`src/rtl/game_flow_sequencer.sv`:
```
// game_flow_sequencer: owns the intro/menu/play/pause/over/restart flow of the snake
// game and generates the difficulty-dependent move tick. All outputs are registered.
module game_flow_sequencer #(
    parameter int unsigned INTRO_CYCLES = 32'd130_000_000,
    parameter int unsigned DIV_0        = 32'd13_000_000,
    parameter int unsigned DIV_1        = 32'd8_125_000,
    parameter int unsigned DIV_2        = 32'd4_875_000,
    parameter int unsigned DIV_3        = 32'd3_250_000
) (
    input  logic       clk,
    input  logic       rst,
    input  logic [7:0] key,
    input  logic       key_valid,
    input  logic       game_over,
    input  logic [1:0] difficulty_level,
    output logic       game_start,
    output logic       menu_interrupt,
    output logic       game_restart,
    output logic       move_tick,
    output logic [2:0] state_dbg
);
    typedef enum logic [2:0] {
        ST_INTRO   = 3'd0,
        ST_MENU    = 3'd1,
        ST_PLAY    = 3'd2,
        ST_PAUSE   = 3'd3,
        ST_OVER    = 3'd4,
        ST_RESTART = 3'd5
    } state_e;

    localparam logic [7:0]  KEY_ENTER  = 8'h0D;
    localparam logic [7:0]  KEY_PAUSE  = 8'h70;
    localparam logic [7:0]  KEY_MENU   = 8'h6D;
    localparam logic [7:0]  KEY_RETRY  = 8'h72;
    localparam logic [31:0] INTRO_LAST = 32'(INTRO_CYCLES - 32'd1);

    logic [2:0]  state_q, state_d;
    logic [31:0] intro_cnt_q, intro_cnt_d;
    logic [31:0] tick_cnt_q, tick_cnt_d;
    logic [1:0]  div_sel_q, div_sel_d;
    logic        tick_d;
    logic [31:0] div_last_s;
    logic        key_enter_s, key_p_s, key_m_s, key_r_s;
    logic        game_start_q, menu_interrupt_q, game_restart_q, move_tick_q;
    logic [2:0]  state_dbg_q;

    assign key_enter_s = key_valid && (key == KEY_ENTER);
    assign key_p_s     = key_valid && (key == KEY_PAUSE);
    assign key_m_s     = key_valid && (key == KEY_MENU);
    assign key_r_s     = key_valid && (key == KEY_RETRY);

    // Terminal count of the tick counter for the latched difficulty
    always_comb begin
        div_last_s = 32'(DIV_0 - 32'd1);
        case (div_sel_q)
            2'd0:    div_last_s = 32'(DIV_0 - 32'd1);
            2'd1:    div_last_s = 32'(DIV_1 - 32'd1);
            2'd2:    div_last_s = 32'(DIV_2 - 32'd1);
            2'd3:    div_last_s = 32'(DIV_3 - 32'd1);
            default: div_last_s = 32'(DIV_0 - 32'd1);
        endcase
    end

    // Next-state, counter and tick computation
    always_comb begin
        state_d     = state_q;
        intro_cnt_d = intro_cnt_q;
        tick_cnt_d  = tick_cnt_q;
        div_sel_d   = div_sel_q;
        tick_d      = 1'b0;
        case (state_q)
            ST_INTRO: begin
                if (key_valid || (intro_cnt_q == INTRO_LAST)) begin
                    state_d     = ST_MENU;
                    intro_cnt_d = 32'd0;
                end else begin
                    intro_cnt_d = intro_cnt_q + 32'd1;
                end
            end
            ST_MENU: begin
                if (key_enter_s) begin
                    state_d    = ST_PLAY;
                    div_sel_d  = difficulty_level;
                    tick_cnt_d = 32'd0;
                end else begin
                    state_d = ST_MENU;
                end
            end
            ST_PLAY: begin
                // A leaving cycle neither counts nor ticks, so pause length adds exactly
                if (game_over) begin
                    state_d = ST_OVER;
                end else if (key_p_s) begin
                    state_d = ST_PAUSE;
                end else if (key_m_s) begin
                    state_d = ST_MENU;
                end else if (tick_cnt_q == div_last_s) begin
                    tick_d     = 1'b1;
                    tick_cnt_d = 32'd0;
                end else begin
                    tick_cnt_d = tick_cnt_q + 32'd1;
                end
            end
            ST_PAUSE: begin
                if (key_p_s) begin
                    state_d = ST_PLAY;
                end else if (key_m_s) begin
                    state_d = ST_MENU;
                end else begin
                    state_d = ST_PAUSE;
                end
            end
            ST_OVER: begin
                if (key_r_s) begin
                    state_d = ST_RESTART;
                end else if (key_enter_s) begin
                    state_d = ST_MENU;
                end else begin
                    state_d = ST_OVER;
                end
            end
            ST_RESTART: begin
                if (!game_over) begin
                    state_d    = ST_PLAY;
                    tick_cnt_d = 32'd0;
                end else begin
                    state_d = ST_RESTART;
                end
            end
            default: begin
                state_d     = ST_INTRO;
                intro_cnt_d = 32'd0;
                tick_cnt_d  = 32'd0;
            end
        endcase
    end

    // State, counters and registered outputs (outputs derived from the next state)
    always_ff @(posedge clk or posedge rst) begin
        if (rst) begin
            state_q          <= ST_INTRO;
            intro_cnt_q      <= 32'd0;
            tick_cnt_q       <= 32'd0;
            div_sel_q        <= 2'd0;
            game_start_q     <= 1'b0;
            menu_interrupt_q <= 1'b0;
            game_restart_q   <= 1'b0;
            move_tick_q      <= 1'b0;
            state_dbg_q      <= 3'd0;
        end else begin
            state_q          <= state_d;
            intro_cnt_q      <= intro_cnt_d;
            tick_cnt_q       <= tick_cnt_d;
            div_sel_q        <= div_sel_d;
            game_start_q     <= (state_d != ST_INTRO);
            menu_interrupt_q <= (state_d == ST_MENU) || (state_d == ST_PAUSE);
            game_restart_q   <= (state_d == ST_RESTART);
            move_tick_q      <= tick_d;
            state_dbg_q      <= state_d;
        end
    end

    assign game_start     = game_start_q;
    assign menu_interrupt = menu_interrupt_q;
    assign game_restart   = game_restart_q;
    assign move_tick      = move_tick_q;
    assign state_dbg      = state_dbg_q;
endmodule

```
`config.mk`:
```
export PLATFORM = sky130hd
export DESIGN_NAME = game_flow_sequencer
export DESIGN_NICKNAME = d
export VERILOG_FILES = /design/src/rtl/game_flow_sequencer.sv
export SDC_FILE = /design/constraint.sdc
export NUM_CORES = 1
export LEC_CHECK = 0
export ABC_AREA = 0
export BUFFER_PORTS_ARGS = -buffer_cell sky130_fd_sc_hd__buf_2
export CAP_MARGIN = 20
export CELL_PAD_IN_SITES_DETAIL_PLACEMENT = 1
export CELL_PAD_IN_SITES_GLOBAL_PLACEMENT = 2
export CORE_ASPECT_RATIO = 1.75
export CORE_UTILIZATION = 36
export CTS_BUF_LIST = sky130_fd_sc_hd__clkbuf_4
export DETAILED_ROUTE_END_ITERATION = 12
export PLACE_DENSITY_LB_ADDON = 0.1
export SKIP_CTS_REPAIR_TIMING = 1
export SLEW_MARGIN = 30
export SYNTH_ARGS = -nofsm -noshare
export SYNTH_HDL_FRONTEND = slang
export SYNTH_SLANG_ARGS = --single-unit
```
`constraint.sdc`:
```
create_clock -name clk -period 2.15 [get_ports clk]
set_input_delay 0.3225 -clock clk [delete_from_list [all_inputs] [get_ports clk]]
set_output_delay 0.3225 -clock clk [all_outputs]
set_load 0.005 [all_outputs]
```
==> results of run 1 <==
power by group:
part / leakage, nW / total, W / switching [W] / internal [W]
Combinational: 1.60 / 0.00135 / 0.000751 / 0.000595
Clock: 0.0729 / 0.000881 / 0.000538 / 0.000343
Sequential: 0.978 / 0.00177 / 0.000222 / 0.00155
logic make-up (layout without fill, tap and decap cells):
family | Yosys count | count (layout) | synth area share
fa+ha+maj | 6 | 6 | 0.0163
other cells | 0 | 1 | 0
compound gates | 136 | 137 | 0.210
flops | 73 | 73 | 0.396
buf+inv | 40 | 156 | 0.0448
mux | 3 | 3 | 0.00706
xor+xnor | 3 | 3 | 0.00570
simple gates | 258 | 258 | 0.320
state kept, by name (all words and copies together) (netlist names):
| register | count |
|---|---|
| game_start | 1 |
| game_restart | 1 |
| tick_cnt_q | 32 |
| menu_interrupt | 1 |
| intro_cnt_q | 32 |
| move_tick | 1 |
| state_dbg | 3 |
| div_sel_q | 2 |
worst max-delay path, delay by kind of cell (launching register included):
kind / cells / cell delay, ns
flops: 1 / 0.45
buf+inv: 4 / 0.62
fa+ha+maj: 1 / 0.22
simple gates: 2 / 0.57
compound gates: 4 / 0.42
synth_stat cells, types with 3 or more instances:
master	number
a22o_1	7
nand2_1	58
and4_1	5
buf_6	5
nor3b_1	6
a41oi_1	4
o22ai_1	3
nor2b_1	3
nand4_1	15
and3_1	19
nor4_1	9
buf_2	8
o311ai_0	3
a22oi_2	3
clkbuf_1	13
inv_1	11
nand3_1	37
ha_1	6
nor3_1	13
or3_1	11
o31ai_1	3
a21o_1	4
nor4_2	3
a31oi_1	53
and2_1	11
o211ai_1	3
dfrtp_1	73
o21ai_0	19
nand2b_1	14
xor2_1	3
a21oi_1	15
nor4bb_1	4
nor2_1	27
worst min path at each step:
stage / to / slack (ns) / depth (start not counted)
final: div_sel_q[0] / 0.13 / 2
after detailed placement: intro_cnt_q[29] / 0.36 / 2
after global routing: div_sel_q[0] / 0.11 / 2
after floorplan: tick_cnt_q[31] / 0.45 / 1
after global placement: intro_cnt_q[29] / 0.36 / 2
after CTS: tick_cnt_q[20] / -0.14 / 2
metal layers:
layer  vias to the layer above  part of all wire  track usage
li1                       2216                 -            -
met1                      2359              0.36        0.234
met2                        46              0.60        0.494
met3                        24             0.012       0.0260
met4                         0             0.030        0.122
met5                         -                 0            0
area by class of cell:
type                       count  area [sq um]  share of cell area
antenna                        1          2.50            0.000398
clock buffer                   9          67.6              0.0107
clock inverter                 7          61.3             0.00974
inverter                      11          45.0             0.00716
multi-input combinational    407          3000               0.477
sequential                    73          1830               0.291
tap                          168           210              0.0334
timing repair buffer         129          1080               0.171
stage by stage:
step / setup slack [ns] / total power (W)
after detailed placement: -0.218 / 0.00290
after global placement: -0.161 / 0.00286
final: -0.283 / 0.00400
after CTS: -0.270 / 0.00379
after global routing: -0.355 / 0.00425
after floorplan: -0.0727 / 0.00238
layout by cell type (no fill, tap or decap), types with 10 or more instances in the layout:
| cell | Yosys | layout |
|---|---|---|
| buf_4 | 2 | 91 |
| dfrtp_1 | 73 | 72 |
| nand2_1 | 58 | 58 |
| a31oi_1 | 53 | 40 |
| nand3_1 | 37 | 30 |
| nor2_1 | 27 | 27 |
| buf_2 | 8 | 21 |
| and3_1 | 19 | 18 |
| nand4_1 | 15 | 15 |
| nand2b_1 | 14 | 14 |
| or3_1 | 11 | 11 |
| and2_1 | 11 | 10 |
| nor3_1 | 13 | 10 |
==> results.tsv, run 1 <==
metric	value	unit
final core occ	0.503	
fillers	1462	
final setup violating endpoints	63	
CTS Sinks	73	
ys flop type	dfrtp_1	
htree depth	3	
vias in the first global route	4968	
Post-synth EDFFs	0	
Sum Neg Setup Slack	-9.15	ns
Slew HR	0.574	
# rows	54	
dpl hpwl	11.8	mm
reg2reg end	tick_cnt_q[7]	
flop2flop setup slack	-0.28	ns
WP data required	2.47	ns
first-pass GRT wire length	24.5	mm
CTS root buf	clkbuf_4	
Die Width	87.5	um
Antenna Violating Nets Remaining	0	
LEAKAGE	2.65	nW
slowest CP cell	dfrtp_1	
Post-Syn Instances	519	
Warnings, synthesis	0	
Hold Crit Class	input pin to register	
post-synthesis sequential area ratio	0.396	
Yosys top cell by area	dfrtp_1	
GP Congestion	0.928	
Async SR Flop Fraction	1.00	
peak supply drop	0.310	mV
CP arrival	2.76	ns
Critical Path End Type	register	
maxcap violations	0	
GRT overflow	0	
critical path launch point type	register	
Crit Path Class	register to register	
failing checks	setup timing	
Post-Route Skew	0.0267	ns
Setup crit end	tick_cnt_q[7]	
CP max stage delay	0.45	ns
area of the mapped netlist	0.00461	sq mm
drt first pass iters	4	
initial antenna violation count	1	
pin count of the biggest net entering global routing	27	
detailed-route wire length	16.0	mm
Max Slew Vio Count	0	
share of cells above drive strength 1	0.357	
Hold WS	0.129	ns
outcome	finished, violations left	
R2R Path Start	div_sel_q[0]	
Crit Path Max Fanout	13	
Max Fclk	411	MHz
final instance area	0.00629	sq mm
endpoints failing hold	0	
RSZ-0062 raised after global routing	true	
Die ar.	0.0133	sq mm
P&R area growth vs syn	36.5	%
Ports	21	
HP Start	difficulty_level[0]	
CTS tree	yes	
final worst slack	-0.283	ns
top post-synthesis cells by area	dfrtp_1 (40%), a31oi_1 (7.2%), nand2_1 (4.7%), nand3_1 (4.0%), and3_1 (2.6%)	
Yosys top cell area share	0.396	
initial DRC count	157	
Area after DPL	0.00559	sq mm
Placed Instances	777	
crit-path cells	inv_2, ha_4, nor4bb_1, o22ai_1, nor4_2, buf_4, a21oi_4, buf_12, clkbuf_16, a31oi_2, a31oi_1	
wire per inst	19.9	um
PwrDens	635	mW/mm^2
fin crit period	2.43	ns
Final Non-Filler Cells	805	
Num CTS Buffers	9	
initial core utilization	0.369	
die height	152	um
flops & latches, synth	73	
vias per cell	5.77	
CTS Buffer Depth	2	
Syn Nets	539	
Core ar.	0.0125	sq mm
Clock Pin Slew Worst Setup and Hold Paths	0.15	ns
worst setup path start	div_sel_q[0]	
# port buffers	20	
Worst-Skew Late Latency	0.46	ns
synth unique cells	72	
all-layer global routing usage	0.244	
cells on worst reg2reg path	11	
Residual DRC	0	
DR vias	4645	
Post-layout nets	651	
Final period util	1.13	
Avg Cell Area, Syn	8.88	sq um
Worst-Margin Slew	0.634	ns
No activity file was read; power rests on OpenSTA's default activity.
==> inputs of run 2 (changes only) <==
Settings changed: SETUP_SLACK_MARGIN set to 0.15.
==> run 2 against run 1 <==
  * The flow still finishes with violations (setup timing)
  * Via count rose by 4.5%
  * Clock power rose by 13%
  * Final cell count rose by 1.9%
  * Design area rose by 5.1%
  * Critical endpoint is now tick_cnt_q[16]
==> results.tsv, run 2 (synthesized netlist as in run 1, its figures left out) <==
metric	value	unit	change
outcome	finished, violations left		
failing checks	setup timing		
WP data required	2.47	ns	about the same
Post-Route Skew	0.0199	ns	-0.00684 ns
DR vias	4852		+4.5%
Max Slew Vio Count	0		unchanged
all-layer global routing usage	0.251		+0.00671
CTS tree	yes		
P&R area growth vs syn	43.5	%	
wire per inst	21.0	um	+5.4%
critical path launch point type	register		
GRT overflow	0		unchanged
vias in the first global route	5010		+0.85%
CP arrival	2.67	ns	-0.09 ns
Die ar.	0.0133	sq mm	unchanged
CTS Sinks	73		unchanged
flop2flop setup slack	-0.20	ns	+0.09 ns
Max Fclk	426	MHz	+3.6%
Hold Crit Class	input pin to register		
# port buffers	20		unchanged
Final period util	1.09		-0.0396
die height	152	um	unchanged
Worst-Margin Slew	0.463	ns	-0.170 ns
commonest non-fill, non-tap cell in the layout	buf_4		
R2R Path Start	div_sel_q[0]		
Hold WS	0.156	ns	+0.0262 ns
maxcap violations	0		unchanged
drt first pass iters	4		unchanged
Core ar.	0.0125	sq mm	unchanged
PwrDens	650	mW/mm^2	+2.3%
Clock Pin Slew Worst Setup and Hold Paths	0.13	ns	-0.02 ns
final worst slack	-0.198	ns	+0.0851 ns
# rows	54		unchanged
Placed Instances	783		+0.77%
share of cells above drive strength 1	0.416		+0.0594
vias per cell	5.92		+2.5%
fin crit period	2.35	ns	-0.0851 ns
Worst-Skew Late Latency	0.43	ns	-0.03 ns
first-pass GRT wire length	25.2	mm	+2.9%
final core occ	0.529		+0.0257
Crit Path Class	register to register		
Num CTS Buffers	9		unchanged
endpoints failing hold	0		unchanged
detailed-route wire length	17.2	mm	+7.3%
CTS Buffer Depth	2		unchanged
most frequent cells in the layout	buf_4 (101), dfrtp_1 (70), nand2_1 (54)		
Post-layout nets	667		+2.5%
reg2reg end	tick_cnt_q[16]		
GP Congestion	0.892		-3.8%
CTS root buf	clkbuf_4		
pin count of the biggest net entering global routing	61		+130%
initial antenna violation count	1		unchanged
dpl hpwl	12.0	mm	+1.2%
Crit Path Max Fanout	10		-3
Residual DRC	0		unchanged
cells on worst reg2reg path	11		unchanged
Critical Path End Type	register		
Ports	21		unchanged
worst hold stages	2		unchanged
peak supply drop	0.412	mV	+33%
Final Non-Filler Cells	820		+1.9%
Slew HR	0.690		+0.117
Die Width	87.5	um	unchanged
Hold Path End	div_sel_q[1]		
Overall Power	0.00430	W	+7.6%
htree depth	3		unchanged
HP Start	difficulty_level[1]		
final setup violating endpoints	32		-49%
initial core utilization	0.369		unchanged
initial DRC count	193		+23%
LEAKAGE	2.78	nW	+5.1%
RSZ-0062 raised after global routing	true		
Antenna Violating Nets Remaining	0		unchanged
## run 2: changes by cell type in the layout (fill, tap and decap cells not counted), moves of 4 or more
cell     previous run  this run
a31oi_4             8         3
buf_6               6        11
nor4_1              9         3
nand2_1            58        54
a31oi_1            40        44
nor4_2              3         8
buf_4              91       101
## run 2: how the worst max path moves through the flow
| stage | from | to | slack, ns | depth (start not counted) |
|---|---|---|---|---|
| after floorplan | div_sel_q[0] | tick_cnt_q[25] | -0.07 | 10 |
| after global placement | intro_cnt_q[31] | intro_cnt_q[24] | -0.14 | 8 |
| after detailed placement | div_sel_q[0] | tick_cnt_q[22] | -0.25 | 8 |
| after CTS | div_sel_q[0] | tick_cnt_q[22] | -0.27 | 8 |
| after global routing | div_sel_q[0] | tick_cnt_q[30] | -0.27 | 11 |
| final | div_sel_q[0] | tick_cnt_q[16] | -0.20 | 11 |
## run 2: final cells by class
class | instances | area [sq um]
clock inverters | 6 | 82.6
fillers | 1464 | 5890
clock buffers | 9 | 67.6
multi-input cells | 408 | 3140
diodes | 1 | 2.50
inverters | 11 | 45.0
flip-flops and latches | 73 | 1830
repair buffers | 144 | 1230
well taps | 168 | 210
## run 2: per-stage QoR
| stage | TNS (ns) | worst slack, ns | area [sq um] |
|---|---|---|---|
| after floorplan | -0.684 | -0.0726 | 4700 |
| after global placement | -4.38 | -0.142 | 5670 |
| after detailed placement | -9.28 | -0.246 | 5670 |
| after CTS | -10.53 | -0.272 | 5820 |
| after global routing | -7.97 | -0.273 | 6610 |
| final | -4.63 | -0.198 | 6610 |
## run 2: worst max-delay path: stages (launching register included)
cell	delay, ns
dfrtp_1	0.45
buf_4	0.14
ha_2	0.21
nor4b_2	0.32
o22ai_1	0.18
nor4_2	0.16
buf_4	0.19
a21oi_4	0.07
buf_6	0.16
clkbuf_16	0.16
a31oi_1	0.17
a31oi_1	0.05
## run 2: metal layers
layer	track usage	part of all wire	up-vias
met2	0.511	0.58	67
met3	0.0276	0.012	44
met4	0.113	0.043	0
met1	0.242	0.36	2498
li1	-	-	2243
met5	0	0	-
## run 2: where the power goes
group / internal, W / switching (W)
Sequential: 0.00155 / 0.000218
Combinational: 0.000700 / 0.000834
Clock: 0.000463 / 0.000534
